$ cat config.mk
export PLATFORM = sky130hd
export DESIGN_NAME = load_align_unit
export DESIGN_NICKNAME = d
export VERILOG_FILES = /design/src/rtl/load_align_unit_pkg.sv /design/src/rtl/load_extend.sv /design/src/rtl/load_align_unit.sv
export SDC_FILE = /design/constraint.sdc
export NUM_CORES = 1
export LEC_CHECK = 0
export CAP_MARGIN = 15
export CORE_MARGIN = 1
export CORE_UTILIZATION = 48
export DETAILED_ROUTE_END_ITERATION = 6
export HOLD_SLACK_MARGIN = 0.05
export PLACE_DENSITY = 0.91
export SLEW_MARGIN = 40
export SYNTH_ARGS = -nofsm -noshare
export SYNTH_HDL_FRONTEND = slang
export SYNTH_SLANG_ARGS = --single-unit
export TNS_END_PERCENT = 1
$ cat constraint.sdc
create_clock -name clk -period 4.3 [get_ports clk]
set_clock_uncertainty 0.15 [all_clocks]
set_input_delay 0.86 -clock clk [delete_from_list [all_inputs] [get_ports clk]]
set_output_delay 0.86 -clock clk [all_outputs]
set_load 0.02 [all_outputs]
$ cat src/rtl/load_align_unit_pkg.sv
// Shared load-unit definitions: RV32 load funct3 encodings,
// FSM state encoding and small decode helpers.
package load_align_unit_pkg;

    localparam logic [2:0] F3_LB  = 3'b000;
    localparam logic [2:0] F3_LH  = 3'b001;
    localparam logic [2:0] F3_LW  = 3'b010;
    localparam logic [2:0] F3_LBU = 3'b100;
    localparam logic [2:0] F3_LHU = 3'b101;

    typedef enum logic [1:0] {
        S_IDLE,
        S_REQ,
        S_WAIT,
        S_RSP
    } state_t;

    function automatic logic f3_illegal(input logic [2:0] f3);
        return (f3 == 3'b011) || (f3[2:1] == 2'b11);
    endfunction

    function automatic logic misaligned(input logic [2:0] f3,
                                        input logic [1:0] lo);
        return ((f3[1:0] == 2'b01) && lo[0]) ||
               ((f3 == F3_LW) && (lo != 2'b00));
    endfunction

endpackage

$ cat src/rtl/load_extend.sv
// Lane select and sign/zero extension of a little-endian
// read word for RV32 loads (combinational).
module load_extend
    import load_align_unit_pkg::*;
(
    input  logic [31:0] rdata,
    input  logic [1:0]  addr_lo,
    input  logic [2:0]  funct3,
    output logic [31:0] result
);

    logic [7:0]  b;
    logic [15:0] h;

    always_comb begin
        unique case (addr_lo)
            2'd0:    b = rdata[7:0];
            2'd1:    b = rdata[15:8];
            2'd2:    b = rdata[23:16];
            default: b = rdata[31:24];
        endcase
        h = addr_lo[1] ? rdata[31:16] : rdata[15:0];
        case (funct3)
            F3_LB:   result = {{24{b[7]}}, b};
            F3_LH:   result = {{16{h[15]}}, h};
            F3_LW:   result = rdata;
            F3_LBU:  result = {24'b0, b};
            F3_LHU:  result = {16'b0, h};
            default: result = '0;
        endcase
    end

endmodule

$ cat src/rtl/load_align_unit.sv
// Multi-cycle RV32 load unit: IDLE->REQ->WAIT->RSP.
// Define MISALIGN_TRAP_EN to trap misaligned LH/LHU/LW.
module load_align_unit
    import load_align_unit_pkg::*;
#(
    parameter int unsigned TIMEOUT_CYC = 255
) (
    input  logic        clk,
    input  logic        rst,
    input  logic        req_valid,
    output logic        req_ready,
    input  logic [31:0] req_addr,
    input  logic [2:0]  req_funct3,
    output logic        mem_req,
    output logic [31:0] mem_addr,
    input  logic        mem_gnt,
    input  logic        mem_rvalid,
    input  logic [31:0] mem_rdata,
    output logic        rsp_valid,
    input  logic        rsp_ready,
    output logic [31:0] rsp_data,
    output logic        rsp_err
);

    localparam int TW = (TIMEOUT_CYC > 1) ? $clog2(TIMEOUT_CYC + 1) : 1;
    localparam logic [TW-1:0] TMO_LAST = TW'(TIMEOUT_CYC - 1);
    localparam bit TMO_EN = (TIMEOUT_CYC != 0);

    state_t        state_q, state_d;
    logic [1:0]    lo_q, lo_d;
    logic [2:0]    f3_q, f3_d;
    logic          mem_req_d;
    logic [31:0]   mem_addr_d;
    logic          rsp_valid_d;
    logic [31:0]   rsp_data_d;
    logic          rsp_err_d;
    logic [TW-1:0] timer_q, timer_d;
    logic [31:0]   ext;
    logic          trap;

`ifdef MISALIGN_TRAP_EN
    assign trap = misaligned(req_funct3, req_addr[1:0]);
`else
    assign trap = 1'b0;
`endif

    assign req_ready = (state_q == S_IDLE);

    load_extend u_ext (
        .rdata   (mem_rdata),
        .addr_lo (lo_q),
        .funct3  (f3_q),
        .result  (ext)
    );

    always_comb begin
        state_d     = state_q;
        lo_d        = lo_q;
        f3_d        = f3_q;
        mem_req_d   = mem_req;
        mem_addr_d  = mem_addr;
        rsp_valid_d = rsp_valid;
        rsp_data_d  = rsp_data;
        rsp_err_d   = rsp_err;
        timer_d     = timer_q;
        unique case (state_q)
            S_IDLE: begin
                if (req_valid) begin
                    lo_d = req_addr[1:0];
                    f3_d = req_funct3;
                    if (f3_illegal(req_funct3) || trap) begin
                        state_d     = S_RSP;
                        rsp_valid_d = 1'b1;
                        rsp_err_d   = 1'b1;
                        rsp_data_d  = '0;
                    end else begin
                        state_d    = S_REQ;
                        mem_req_d  = 1'b1;
                        mem_addr_d = {req_addr[31:2], 2'b00};
                    end
                end
            end
            S_REQ: begin
                if (mem_gnt) begin
                    state_d   = S_WAIT;
                    mem_req_d = 1'b0;
                    timer_d   = '0;
                end
            end
            S_WAIT: begin
                if (mem_rvalid) begin
                    state_d     = S_RSP;
                    rsp_valid_d = 1'b1;
                    rsp_err_d   = 1'b0;
                    rsp_data_d  = ext;
                end else if (TMO_EN && timer_q == TMO_LAST) begin
                    state_d     = S_RSP;
                    rsp_valid_d = 1'b1;
                    rsp_err_d   = 1'b1;
                    rsp_data_d  = '0;
                end else begin
                    timer_d = timer_q + TW'(1);
                end
            end
            S_RSP: begin
                if (rsp_ready) begin
                    state_d     = S_IDLE;
                    rsp_valid_d = 1'b0;
                end
            end
            default: state_d = S_IDLE;
        endcase
    end

    always_ff @(posedge clk) begin
        if (rst) begin
            state_q   <= S_IDLE;
            lo_q      <= '0;
            f3_q      <= '0;
            mem_req   <= 1'b0;
            mem_addr  <= '0;
            rsp_valid <= 1'b0;
            rsp_data  <= '0;
            rsp_err   <= 1'b0;
            timer_q   <= '0;
        end else begin
            state_q   <= state_d;
            lo_q      <= lo_d;
            f3_q      <= f3_d;
            mem_req   <= mem_req_d;
            mem_addr  <= mem_addr_d;
            rsp_valid <= rsp_valid_d;
            rsp_data  <= rsp_data_d;
            rsp_err   <= rsp_err_d;
            timer_q   <= timer_d;
        end
    end

endmodule

==> impl_metrics.py, run 1 <==
metrics = {
    "synthesis": {
        "ys_ff_latch": 80,
        "synth_top_cell_area_share": 0.427,
        "synth_edf_count": 0,
        "synth_top_cell_by_area": "dfxtp_1",
        "async_flop_share": 0,
        "syn_area_mm2": 0.00375,
        "ys.flop_type": "dfxtp_1",
        "synth_cells": 421,
        "synthTopCellsByArea": "dfxtp_1 43%, nand2_1 7.3%, mux2_2 6.9%",
        "syn_avg_cell_area_um2": 8.91,
        "synth_cell_types": 49,
        "synth_most_common_cell": "dfxtp_1",
        "yosys_warnings": 0,
        "synth_common_cells": "80 x dfxtp_1, 73 x nand2_1, 47 x a21oi_1",
        "ys_seq_area_frac": 0.427,
    },
    "clock_tree": {
        "post_cts_buffers": 0,
        "ctsHtreeMaxLevel": 3,
        "ctsResizeCount": 0,
        "cts_root_buffer": "clkbuf_8",
        "cts_buffer_depth": 2,
        "cts.hold.buffers_added": 0,
        "clock-sinks": 80,
        "clkTransAtPathRegs_ps": 80,
        "insertion_delay_ps": 340,
        "cts_tree": "done",
        "cts_made_buffers": 9,
    },
    "sta": {
        "slew_headroom": 0.437,
        "layout_setup_ws_ps": 1230,
        "slew_viol_final": 0,
        "setup_viol": 0,
        "fin_crit_sh": 0.715,
        "finalHoldViolCount": 0,
        "finalSetupTns_ps": 0,
        "worstMarginPinSlew_ps": 838,
        "rsz0062_at_grt": "false",
        "hold_ws_ps": 305,
        "final.min_clock_period_ps": 3070,
        "fmax_mhz": 325,
    },
    "drt": {
        "wl_per_cell_um": 16.1,
        "ant_nets": 0,
        "wirelength_um": 10400,
        "first_pass_iters": 5,
        "vias": 3670,
        "drc": 0,
        "drtIter0Drc": 236,
        "avgViaCountPerCell": 5.68,
    },
    "setup_path": {
        "cp_slowest_stage_delay_ps": 650,
        "crit_end": "rsp_data[17]$_SDFFE_PP0P_",
        "worstSetupPathType": "in2reg",
        "r2r_start": "state_q[0]$_SDFFE_PP0P_",
        "slowest_stage": "clkdlybuf4s50_1",
        "end_kind": "flip-flop",
        "cp.required_ps": 4440,
        "arrival_ps": 3210,
        "r2r_cells": 7,
        "r2r-end": "rsp_data[25]$_SDFFE_PP0P_",
        "start_kind": "primary input",
        "cp-startpoint": "req_valid",
        "cp_max_fo": 17,
        "r2r_slack_ps": 1660,
        "crit_chain": "clkdlybuf4s50_1, o211ai_2, a21o_1, a211o_1, nor3_4, a221o_1",
    },
    "pwr": {
        "p_per_area_mw_per_mm2": 453,
        "p_leak_nw": 1.87,
        "vdd_ir_drop_max_v": 0.000270,
    },
    "global_route": {
        "antenna_found_initial": 0,
        "grtUsageTotal": 0.254,
        "grt_overflow": 0,
        "grt_max_degree": 44,
        "grt_first_pass_wirelength_um": 16800,
        "grt_pass1_vias": 3535,
    },
    "layout": {
        "drive_gt1_frac": 0.108,
        "instances_no_fill": 646,
        "syn_to_final_growth_pct": 42.7,
        "fin_area_mm2": 0.00535,
        "antennaDiodeCount": 0,
        "fillers": 562,
        "layout.nets": 621,
    },
    "placement": {
        "preCtsSetupSlack_ps": 872,
        "dpl-instance-area_mm2": 0.00513,
        "io_buffers": 138,
        "dp_cells": 630,
        "dp_hpwl_um": 7860,
        "routabilityCongestion": 0.887,
    },
    "floorplan": {
        "die_w_um": 90.4,
        "rows": 31,
        "dieArea_mm2": 0.00817,
        "start_util": 0.506,
        "coreArea_mm2": 0.00741,
        "io_pins": 141,
        "die_h_um": 90.4,
    },
    "outcome": {
        "status": "finished, final reports clean",
    },
    "flow_run": {
        "drv_cap": 0,
    },
    "worst_hold_path": {
        "min_path_type": "reg2reg",
    },
}
==> through the flow <==
step,utilization,power [mW]
CTS,0.722,2.44
finish,0.722,2.43
global route,0.722,2.56
global placement,0.692,1.80
detailed placement,0.693,1.83
floorplan,-,1.49
==> power by group <==
group          switching [mW]  total (mW)  leakage [nW]  internal, mW
sequential             0.0890       0.921         0.650         0.832
combinational           0.493       0.899          1.11         0.406
clock                   0.274       0.606         0.111         0.331
total                   0.856        2.43          1.87          1.57
==> per-layer routing <==
| metal | vias up | wire, um | share of wire | GRT usage |
|---|---|---|---|---|
| met2 | 148 | 5080 | 0.49 | 0.427 |
| li1 | 1771 | - | - | - |
| met3 | 31 | 645 | 0.062 | 0.0690 |
| met5 | - | 0 | 0 | 0 |
| met4 | 0 | 313 | 0.030 | 0.103 |
| met1 | 1720 | 4340 | 0.42 | 0.305 |
==> cells by family (layout without fill, tap and decap cells) <==
logic type      count (synthesis)  in the layout  synth area share
other cells                     1              2           0.00100
mux                            25             25            0.0744
simple gates                  134            134             0.158
buf+inv                        40            165            0.0520
compound gates                128            128             0.251
xor+xnor                        7              7            0.0163
flops                          80             80             0.427
fa+ha+maj                       6              6            0.0200
==> sequential cells by signal, indices dropped and copies added (netlist names) <==
signal and count:
lo_q 2, state_q 2, rsp_err 1, mem_req 1, f3_q 3, rsp_data 32
mem_addr 30, rsp_valid 1, timer_q 8
==> critical path, delay by kind of cell <==
kind                   cells  cell delay, ps
AOI/OAI and AO/OA          4            1090
buffers and inverters      1             650
and+or+nand+nor            1             590
==> layout make-up <==
class | instances | area, um2 | area share
Clock buffer | 10 | 128 | 0.0238
Inverter | 7 | 26.3 | 0.00491
Timing Repair Buffer | 142 | 1410 | 0.264
Tap cell | 99 | 124 | 0.0231
Clock inverter | 6 | 91.3 | 0.0171
Multi-Input combinational cell | 302 | 1970 | 0.368
Sequential cell | 80 | 1600 | 0.300
==> how the worst min path moves through the flow <==
stage                              start  slack [ps]  cells after the start                        end
6_report       mem_addr[20]$_SDFFE_PP0P_         300                      2  mem_addr[20]$_SDFFE_PP0P_
5_1_grt        mem_addr[17]$_SDFFE_PP0P_         330                      2  mem_addr[17]$_SDFFE_PP0P_
4_1_cts        mem_addr[20]$_SDFFE_PP0P_         310                      2  mem_addr[20]$_SDFFE_PP0P_
3_5_place_dp   mem_addr[20]$_SDFFE_PP0P_         300                      2  mem_addr[20]$_SDFFE_PP0P_
3_3_place_gp   mem_addr[13]$_SDFFE_PP0P_         290                      2  mem_addr[13]$_SDFFE_PP0P_
2_1_floorplan       f3_q[2]$_SDFFE_PP0P_         320                      2       f3_q[2]$_SDFFE_PP0P_
==> placed cells by master, fill, tap and decap left out, drive strengths merged, types with 2 or more instances in the layout <==
| master | count |
|---|---|
| clkdlybuf4s50 | 138 |
| a221o | 16 |
| nor4 | 2 |
| a211oi | 2 |
| clkinv | 2 |
| a221oi | 9 |
| o2111ai | 2 |
| buf | 4 |
| nand3 | 7 |
| nand2b | 3 |
| conb | 2 |
| xnor2 | 7 |
| bufinv | 2 |
| ha | 6 |
| inv | 9 |
| nor2b | 5 |
| nor2 | 19 |
| o2bb2ai | 16 |
| and2 | 2 |
| o22ai | 7 |
| clkbuf | 10 |
| a22oi | 14 |
| o211ai | 2 |
| mux2 | 23 |
| nor3 | 15 |
| nand4 | 3 |
| nand2 | 73 |
| a21oi | 47 |
| o21ai | 3 |
| mux2i | 2 |
| or2 | 2 |
| or3 | 2 |
| dfxtp | 80 |
Power figures use the tool's default switching activity.
==> run 2: changes to the inputs <==
--- a/config.mk
+++ b/config.mk
@@ -7,10 +7,10 @@
 export LEC_CHECK = 0
 export CAP_MARGIN = 15
 export CORE_MARGIN = 1
-export CORE_UTILIZATION = 48
+export CORE_UTILIZATION = 40
 export DETAILED_ROUTE_END_ITERATION = 6
 export HOLD_SLACK_MARGIN = 0.05
-export PLACE_DENSITY = 0.91
+export PLACE_DENSITY = 0.82
 export SLEW_MARGIN = 40
 export SYNTH_ARGS = -nofsm -noshare
 export SYNTH_HDL_FRONTEND = slang
==> constraint.sdc (replaced) <==
create_clock -name clk -period 2.6 [get_ports clk]
set_clock_uncertainty 0.15 [all_clocks]
set_input_delay 0.52 -clock clk [delete_from_list [all_inputs] [get_ports clk]]
set_output_delay 0.52 -clock clk [all_outputs]
set_load 0.02 [all_outputs]
==> impl_metrics.py, run 2 (synthesis results as in run 1) <==
metrics = {
    "outcome": {
        "status": "finished, final reports clean",
    },
    "floorplan": {
        "start_util": 0.422,
        "rows": 34,
        "dieArea_mm2": 0.00977,
        "io_pins": 141,
        "die_w_um": 98.8,
        "coreArea_mm2": 0.00889,
        "die_h_um": 98.8,
    },
    "drt": {
        "wl_per_cell_um": 16.8,
        "wirelength_um": 11300,
        "ant_nets": 0,
        "drtIter0Drc": 247,
        "avgViaCountPerCell": 5.54,
        "first_pass_iters": 5,
        "drc": 0,
        "vias": 3724,
    },
    "pwr": {
        "vdd_ir_drop_max_v": 0.000415,
        "p_per_area_mw_per_mm2": 726,
        "p_leak_nw": 1.93,
    },
    "global_route": {
        "grt_pass1_vias": 3816,
        "grt_max_degree": 33,
        "grtUsageTotal": 0.238,
        "grt_overflow": 0,
        "grt_first_pass_wirelength_um": 18500,
        "antenna_found_initial": 0,
    },
    "layout": {
        "reg_top3": "rsp_data: 32 flops, mem_addr: 30 flops, timer_q: 8 flops",
        "layout.nets": 638,
        "instances_no_fill": 672,
        "regMostFlops": "rsp_data",
        "largest_register_ffs": 32,
        "antennaDiodeCount": 0,
        "syn_to_final_growth_pct": 45.9,
        "drive_gt1_frac": 0.131,
        "final_common_cell": "clkdlybuf4s50_1",
        "final_cell_mix": "138 x clkdlybuf4s50_1, 80 x dfxtp_1, 73 x nand2_1",
    },
    "flow_run": {
        "drv_cap": 0,
    },
    "clock_tree": {
        "insertion_delay_ps": 340,
        "clock-sinks": 80,
        "cts_root_buffer": "clkbuf_8",
        "clkTransAtPathRegs_ps": 80,
        "ctsHtreeMaxLevel": 3,
        "cts_tree": "done",
        "post_cts_buffers": 0,
        "cts_buffer_depth": 2,
        "cts_made_buffers": 9,
    },
    "sta": {
        "final.min_clock_period_ps": 2380,
        "slew_headroom": 0.555,
        "rsz0062_at_grt": "false",
        "fmax_mhz": 420,
        "worstMarginPinSlew_ps": 663,
        "finalSetupTns_ps": 0,
        "setup_viol": 0,
        "hold_ws_ps": 304,
        "finalHoldViolCount": 0,
        "slew_viol_final": 0,
        "fin_crit_sh": 0.916,
    },
    "setup_path": {
        "end_kind": "primary output",
        "start_kind": "flip-flop",
        "cp_max_fo": 6,
        "cp.required_ps": 1930,
        "arrival_ps": 1710,
        "worstSetupPathType": "reg2out",
    },
    "worst_hold_path": {
        "min_path_type": "reg2reg",
    },
    "placement": {
        "dp_hpwl_um": 8320,
        "routabilityCongestion": 0.873,
        "io_buffers": 138,
        "dp_cells": 656,
    },
}
## run 2: worst paths after layout
| path | startpoint | cells after the start | slack [ps] | endpoint |
|---|---|---|---|---|
| worst max-delay path | state_q[0]$_SDFFE_PP0P_ | 3 | 220 | req_ready |
| worst min-delay path | mem_addr[20]$_SDFFE_PP0P_ | 2 | 300 | mem_addr[20]$_SDFFE_PP0P_ |
| worst max register to register | state_q[0]$_SDFFE_PP0P_ | 8 | 410 | rsp_data[13]$_SDFFE_PP0P_ |
| worst min register to register | mem_addr[20]$_SDFFE_PP0P_ | 2 | 300 | mem_addr[20]$_SDFFE_PP0P_ |
## run 2: power breakdown
group	leakage, nW	switching (mW)	internal (mW)
clock network	0.0856	0.447	0.443
registers	0.650	0.132	1.38
logic	1.20	0.853	0.723
total	1.93	1.43	2.54
## run 2: critical path, cell delays in order, from the launching register on
cell and delay (ps):
dfxtp_1 350, inv_1 90, ha_1 270, clkdlybuf4s50_1 660
## run 2: final cells by class
type                       instances  area [um2]
sequential                        80        1600
timing repair buffer             159        1550
clock buffer                      11         131
multi-input combinational        302        1970
clock inverter                     5        57.6
tap                              108         135
inverter                           7        26.3
fill                             721        3420
## run 2: timing repair
| action | 4_1_cts | 5_1_grt |
|---|---|---|
| gates resized for setup | 0 | 1 |
| endpoints found under the setup margin | 0 | 15 |
| hold buffers | 0 | 0 |
## run 2: layer usage
metal,vias up,global-route usage,wire [um],share of wire
li1,1816,-,-,-
met1,1749,0.274,4620,0.41
met2,133,0.410,5680,0.50
met3,26,0.0716,684,0.061
met4,0,0.0999,287,0.025
met5,-,0,0,0
## run 2: metrics by stage
stage	power [mW]	utilization	instance area [um2]	worst slack, ps
final	3.97	0.615	5470	219
after global routing	4.22	0.615	5470	97.8
after floorplan	2.47	-	3750	480
after global placement	3.05	0.594	5280	-139
after CTS	3.98	0.615	5470	193
after detailed placement	3.09	0.594	5280	-174
